===== config.mk =====
export PLATFORM = sky130hd
export DESIGN_NAME = led_pwm_fader
export DESIGN_NICKNAME = d
export VERILOG_FILES = /design/src/rtl/led_pkg.sv /design/src/rtl/led_pwm_channel.sv /design/src/rtl/led_pwm_fader.sv
export SDC_FILE = /design/constraint.sdc
export NUM_CORES = 1
export LEC_CHECK = 0
export CAP_MARGIN = 25
export CORE_ASPECT_RATIO = 0.9
export CORE_UTILIZATION = 50
export CTS_CLUSTER_DIAMETER = 40
export DETAILED_ROUTE_END_ITERATION = 12
export PLACE_DENSITY = 0.67
export SYNTH_ARGS = -nofsm -noshare
export SYNTH_HDL_FRONTEND = slang
export SYNTH_SLANG_ARGS = --single-unit

===== constraint.sdc =====
create_clock -name sys_clk -period 4.7 [get_ports sys_clk]
set_clock_uncertainty 0.2 [all_clocks]
set_input_delay 0.94 -clock sys_clk [delete_from_list [all_inputs] [get_ports sys_clk]]
set_output_delay 0.94 -clock sys_clk [all_outputs]
set_load 0.03 [all_outputs]

===== src/rtl/led_pkg.sv =====
// Shared constants and helpers for the LED PWM fader.
// Optional gamma mapping is compiled in with `define LED_FADER_GAMMA_EN.
package led_pkg;

    localparam int unsigned LED_COUNT     = 6;
    localparam int unsigned PWM_BITS_DEF  = 8;
    localparam int unsigned FADE_DIV_DEF  = 52_000;
    localparam int unsigned FADE_STEP_DEF = 1;

`ifdef LED_FADER_GAMMA_EN
    // Quadratic perceptual curve: (d * (d + 2)) >> bits; keeps 0 -> 0 and all-ones -> all-ones.
    function automatic logic [31:0] gamma_map(input logic [15:0] duty, input int unsigned bits);
        logic [32:0] prod;
        prod = 33'(duty) * (33'(duty) + 33'd2);
        return 32'(prod >> bits);
    endfunction
`endif

endpackage


===== src/rtl/led_pwm_channel.sv =====
// One LED channel: duty register with load/fade, optional gamma, PWM compare and output flop.
// Gamma mapping enabled by `define LED_FADER_GAMMA_EN.
module led_pwm_channel
    import led_pkg::*;
#(
    parameter int unsigned PWM_BITS  = PWM_BITS_DEF,
    parameter int unsigned FADE_STEP = FADE_STEP_DEF
) (
    input  logic                sys_clk,
    input  logic                sys_rst_n,
    input  logic                led_in,
    input  logic                fade_en,
    input  logic                fade_tick,
    input  logic [PWM_BITS-1:0] pwm_cnt,
    output logic                led_n
);

    localparam logic [PWM_BITS-1:0] STEP = PWM_BITS'(FADE_STEP);
    localparam logic [PWM_BITS-1:0] FULL = {PWM_BITS{1'b1}};

    logic [PWM_BITS-1:0] duty;
    logic [PWM_BITS-1:0] eff;

    // Duty update: lit channel loads full, disabled fade clears, tick decrements with floor at 0.
    always_ff @(posedge sys_clk) begin
        if (!sys_rst_n) begin
            duty <= '0;
        end else if (led_in) begin
            duty <= FULL;
        end else if (!fade_en) begin
            duty <= '0;
        end else if (fade_tick) begin
            duty <= (duty < STEP) ? '0 : duty - STEP;
        end
    end

`ifdef LED_FADER_GAMMA_EN
    // Perceptual mapping of the linear duty.
    always_comb begin
        eff = PWM_BITS'(gamma_map(16'(duty), PWM_BITS));
    end
`else
    // Linear brightness: effective duty is the duty register itself.
    always_comb begin
        eff = duty;
    end
`endif

    // Registered active-low output; pwm_cnt never reaches all-ones so full duty is always on.
    always_ff @(posedge sys_clk) begin
        if (!sys_rst_n) begin
            led_n <= 1'b1;
        end else begin
            led_n <= !(pwm_cnt < eff);
        end
    end

endmodule


===== src/rtl/led_pwm_fader.sv =====
// Six-channel PWM LED driver with linear fade-out trails behind the rotating pattern.
// Shared fade prescaler and PWM counter; per-channel logic in led_pwm_channel.
// Gamma mapping enabled by `define LED_FADER_GAMMA_EN.
module led_pwm_fader
    import led_pkg::*;
#(
    parameter int unsigned PWM_BITS  = PWM_BITS_DEF,
    parameter int unsigned FADE_DIV  = FADE_DIV_DEF,
    parameter int unsigned FADE_STEP = FADE_STEP_DEF
) (
    input  logic       sys_clk,
    input  logic       sys_rst_n,
    input  logic [5:0] led_in,
    input  logic       fade_en,
    output logic [5:0] led_n
);

    localparam int unsigned         DIV_W    = (FADE_DIV > 1) ? $clog2(FADE_DIV) : 1;
    localparam logic [DIV_W-1:0]    DIV_LAST = DIV_W'(FADE_DIV - 1);
    localparam logic [PWM_BITS-1:0] PWM_LAST = {{(PWM_BITS-1){1'b1}}, 1'b0};

    logic [DIV_W-1:0]    div_cnt;
    logic [PWM_BITS-1:0] pwm_cnt;
    logic                fade_tick;

    assign fade_tick = (div_cnt == DIV_LAST);

    // Fade prescaler: 0 .. FADE_DIV-1, tick on the last count.
    always_ff @(posedge sys_clk) begin
        if (!sys_rst_n) begin
            div_cnt <= '0;
        end else if (fade_tick) begin
            div_cnt <= '0;
        end else begin
            div_cnt <= div_cnt + DIV_W'(1);
        end
    end

    // PWM counter: 0 .. 2^PWM_BITS-2, skipping all-ones.
    always_ff @(posedge sys_clk) begin
        if (!sys_rst_n) begin
            pwm_cnt <= '0;
        end else if (pwm_cnt == PWM_LAST) begin
            pwm_cnt <= '0;
        end else begin
            pwm_cnt <= pwm_cnt + PWM_BITS'(1);
        end
    end

    // One independent channel per LED.
    for (genvar i = 0; i < LED_COUNT; i++) begin : g_ch
        led_pwm_channel #(
            .PWM_BITS  (PWM_BITS),
            .FADE_STEP (FADE_STEP)
        ) u_ch (
            .sys_clk   (sys_clk),
            .sys_rst_n (sys_rst_n),
            .led_in    (led_in[i]),
            .fade_en   (fade_en),
            .fade_tick (fade_tick),
            .pwm_cnt   (pwm_cnt),
            .led_n     (led_n[i])
        );
    end

endmodule

; ---- Word-level counts from Yosys, hierarchy flattened
; Index checks and enable logic that the tools add are counted.
[totals]
register_bits = 78
in_bits = 9
out_inout_bits = 6
word_cells = 75
[op_classes]
addsub = 8
order_cmp = 12
eq_ne = 8
muxes = 24
n_bitwise = 1
reduce_logical = 8
[ops]
columns = cell, n
row1 = $mux 8, 24
row2 = $lt 8x1->1 const B, 6
row3 = $lt 8x8->1, 6
row4 = $sub 8x1->8 const B, 6
row5 = $ne 3x2->1 const B, 6
row6 = $add 16x1->16 const B, 1
row7 = $eq 16x16->1 const B, 1
row8 = $add 8x1->8 const B, 1
row9 = $eq 8x8->1 const B, 1
row10 = $logic_not 1->1, 6
row11 = $reduce_or 2->1, 2
row12 = $not 1->1, 1

; ---- Logic depth before layout (Yosys ltp)
[depth]
word_depth = 5
depth_mapped = 7
ltp_nobuf = 7

; ---- By module
; Synthesis repeated with hierarchy kept, for this count alone.
[hier_totals]
cells_unflattened = 577
hier_area_um2 = 5017.3
[by_module_without_submodules]
columns = mod, n_inst, cells_per_inst, area_each_um2, seq_area_each_um2
row1 = led_pwm_channel, 6, 77, 653.1, 180.2
row2 = led_pwm_fader, 1, 115, 1098.6, 480.5

; ---- Least setup slack after synthesis
; No wires, ideal clock.
[synth_path]
path_type = input port to flip-flop
from = in fade_en
to = reg g_ch[4].u_ch.duty[5]
setup_ps = 58
arrival_ps = 2114
required_time_ps = 4442
setup_slack_ps = 2329
cell_stages = 6
path_cell_list = clkbuf_1 and2_1 buf_1 nand3_1 o41ai_1 a21o_1
[synth_between]
elab_chain_len = 2
elab_cells_between_ends = 3
cone_classes = 1 x eq/ne / 2 x mux
[synth_lines]
columns = element, line
row1 = start: declaration, led_pwm_fader.sv:14  ; input logic fade_en,
row2 = $mux 8, led_pwm_channel.sv:30  ; end else if (!fade_en) begin
row3 = $mux 8, led_pwm_channel.sv:28  ; end else if (led_in) begin
row4 = end signal: assignment, led_pwm_channel.sv:33  ; duty <= (duty < STEP) ? '0 : duty - STEP;
row5 = end: declaration, led_pwm_channel.sv:21  ; logic [PWM_BITS-1:0] duty;
; Parallel ways exist; a longest one is shown, timed or not.
; A chain may end at the register's enable or synchronous reset.

; ---- Worst setup path in the final report
; Ends and elaborated chain as after synthesis.

==> results.tsv <==
stage	metric	value	unit
synthesis	commonest cells in the netlist	dfxtp_1 (78), inv_1 (53), ha_1 (51)	
power_and_ir_drop	leak pwr	2.13	nW
sta	slew margin rel.	33.0	%
synthesis	Syn Area/Cell	8.17	sq um
synthesis	main combinational cell family by area after synthesis	simple AND/OR/NAND/NOR gates	
worst_setup_path	CP max-delay cell	clkdlybuf4s50_1	
clocking	Clock H-tree levels	3	
synthesis	Post-Synth XOR/XNOR Area	3.28	%
synthesis	Syn Nets	648	
grt	GR Overflow Total	0	
power_and_ir_drop	IR drop worst, VDD	153	uV
die	Starting Density	52.2	%
final_layout	ANT cells	0	
clocking	CTS tree	yes	
final_layout	Nets	651	
drt	Total Wirelength	11900	microns
synthesis	Yosys cell types	54	
placed_design	placed cell area	0.00500	sq mm
clocking	Num Clock Sinks	78	
sta	Hold Vio Cnt, Final	0	
grt	vias in the first global route	4026	
worst_setup_path	Bufs and invs on worst path	1	
final_layout	layout cell share with drive strength beyond 1	3.69	%
sta	fin crit period	2.98	ns
drt	DR vias	4355	
synthesis	post-synthesis register bit count	78	
power_and_ir_drop	Final Power	1.56	mW
worst_setup_path	R2R Setup Slk	1.93	ns
die	Ports	15	
worst_setup_path	Crit Path Class	in -> reg	
placed_design	placer congestion estimate	0.890	
sta	RSZ-0062 raised after global routing	no	
final_layout	register area	0.00156	sq mm
synthesis	share of the synthesized area in the top cell type	32.5	%
final_layout	fin area	0.00523	sq mm
job	Max Cap Viol	0	
clocking	CTS buffer count	9	
worst_setup_path	R2R cell count	7	
synthesis	Compound-Gate Fraction of Synth Area	22.1	%
worst_setup_path	CP endpoint kind	flop	
synthesis	Synth Area in Simple Gates	22.1	%
synthesis	Main synth FF type	dfxtp_1	
drt	wire per inst	16.6	microns
sta	final period utilization	63.4	%
grt	Tot GR Track Use	25.2	%
sta	setup_tns	0	ns
clocking	Post-CTS Resized	0	
placed_design	post-placement setup slack	1.37	ns
sta	fmax	335	MHz
synthesis	Gate Count Post-Synth	588	
hold_path	Hold Path End	div_cnt[0]	
placed_design	Post-DP HPWL	8170	microns
worst_setup_path	WP data required	4.81	ns
synthesis	count leader, synth	dfxtp_1	
drt	vias per cell	6.07	
hold_path	hold path cells	1	
synthesis	post-synthesis mux area share	0	%
grt	largest net degree at the start of global routing	36	
sta	Slew Viols, Final	0	
worst_setup_path	cell family with most CP delay	buffers and inverters	
synthesis	sequential area share after synthesis	32.5	%
synthesis	adder-cell share of the synthesized area	13.3	%
power_and_ir_drop	PwrDens	298	mW/mm^2
drt	ANT nets after route	0	
clocking	Clock Latency Late Sink	0.37	ns
die	die height	95.0	microns
final_layout	post-layout util	56.7	%
die	Die ar.	0.0100	sq mm
final_layout	# fillers	849	
die	die width	105	microns
hold_path	worst hold start	div_cnt[0]	
synthesis	Yosys warnings	0	
worst_setup_path	worst stage delay on the critical path	0.94	ns
grt	initial antenna violation count	0	
sta	final count of negative-setup-slack endpoints	0	
drt	initial DRC count	277	
sta	Final Worst Setup Slack	1.72	ns
worst_setup_path	sequence of cells on the critical path	clkdlybuf4s50_1, and2_1, nand3_1, o41ai_1, a21o_1	
worst_setup_path	reg2reg end	g_ch[1].u_ch.duty[6]	
sta	Slew @ Worst Pin	0.991	ns
clocking	clock root cell	clkbuf_8	
synthesis	cell area after synthesis	0.00481	sq mm
worst_setup_path	critical path data arrival time	3.09	ns
final_layout	Area Growth Syn to Fin	8.72	%
synthesis	Post-synth EDFFs	0	
run_status	status	finished clean	
drt	drc violations	0	
drt	drt first pass iters	5	
grt	wire length of the first global-routing pass	19600	microns
final_layout	area taken by multi-input logic gates	0.00292	sq mm
synthesis	asr flop ratio synth	0	%
synthesis	top post-synthesis cells by area	dfxtp_1 (32%), ha_1 (13%), a21oi_1 (4.6%), inv_1 (4.1%), nor2_1 (3.4%)	
clocking	Clock Path Buffers	2	
die	num rows	33	
worst_setup_path	CP max FO	19	
clocking	Post-CTS Setup Repair Bufs	0	
synthesis	cell taking the most area after synthesis	dfxtp_1	
hold_path	Hold Crit Class	reg -> reg	
die	core area	0.00921	sq mm
clocking	clock-pin slew on the worst setup and hold paths	0.08	ns
worst_setup_path	Worst setup SP type	input pin	
clocking	number of hold buffers added after CTS	0	
placed_design	port bufs	14	
worst_setup_path	worst r2r src	div_cnt[0]	
-- placed cells by master, fill, tap and decap left out, types with 3 or more instances in the layout --
cell type	instances
clkbuf_8	10
a31oi_1	16
dfxtp_1	78
o211ai_1	3
and3_1	5
nor4_1	9
nand3_1	32
a21o_1	17
ha_1	51
o21ai_0	28
a2111oi_0	6
o31ai_1	3
nand4_1	8
inv_1	53
nand2_1	42
o311ai_0	4
nor2_1	43
nor2b_1	7
buf_4	4
or3_1	6
o31a_1	7
or4_1	5
a41oi_1	5
xnor2_1	9
o22ai_1	5
and2_1	4
a21oi_1	44
nor4b_1	4
o21a_1	6
clkdlybuf4s50_1	14
nand2b_1	8
xor2_1	9
nor3_1	15
o211a_1	6
-- registers in the layout, summed over array words and instances (netlist names) --
name	count
div_cnt	16
g_ch.u_ch.duty	48
g_ch.u_ch.led_n	6
pwm_cnt	8
-- area by class of cell --
class,instances,area share (%)
clock buffers,11,2.71
well taps,122,2.92
multi-input cells,431,55.8
inverters,53,3.81
flip-flops and latches,78,29.9
repair buffers,18,3.26
clock inverters,5,1.58
-- logic make-up after synthesis --
logic type / after synthesis
flip-flops: 78
XOR/XNOR: 18
AO/OA/AOI/OAI: 161
AND/OR/NAND/NOR: 201
adder cells (fa/ha/maj): 51
buffers and inverters: 79
-- layer usage --
metal	vias up	wire [microns]	share of wire, %	global-route usage [%]
met1	2043	5530	46	32.5
met3	20	761	6.4	4.99
met5	-	0	0	0
met4	0	204	1.7	9.27
li1	2146	-	-	-
met2	146	5410	45	42.0
-- how the worst max path moves through the flow --
stage / slack [ns] / startpoint / endpoint / cells after the start
floorplan: 2.33 / fade_en / g_ch[4].u_ch.duty[5] / 6
global placement: 1.44 / fade_en / g_ch[4].u_ch.duty[5] / 5
detailed placement: 1.37 / fade_en / g_ch[4].u_ch.duty[5] / 5
CTS: 1.74 / fade_en / g_ch[4].u_ch.duty[5] / 5
global route: 1.58 / fade_en / g_ch[4].u_ch.duty[5] / 5
finish: 1.72 / fade_en / g_ch[4].u_ch.duty[5] / 5
-- where the power goes --
group | leakage, nW | switching [mW] | internal [mW]
logic | 1.37 | 0.139 | 0.106
clock network | 0.113 | 0.255 | 0.315
registers | 0.647 | 0.0452 | 0.699
-- stage by stage --
stage               hold slack (ns)  instances
CTS                           0.269        718
finish                        0.263        718
global route                  0.310        718
global placement              0.247        702
detailed placement            0.248        702
floorplan                     0.230        588
(Power assumes the default switching activity.)
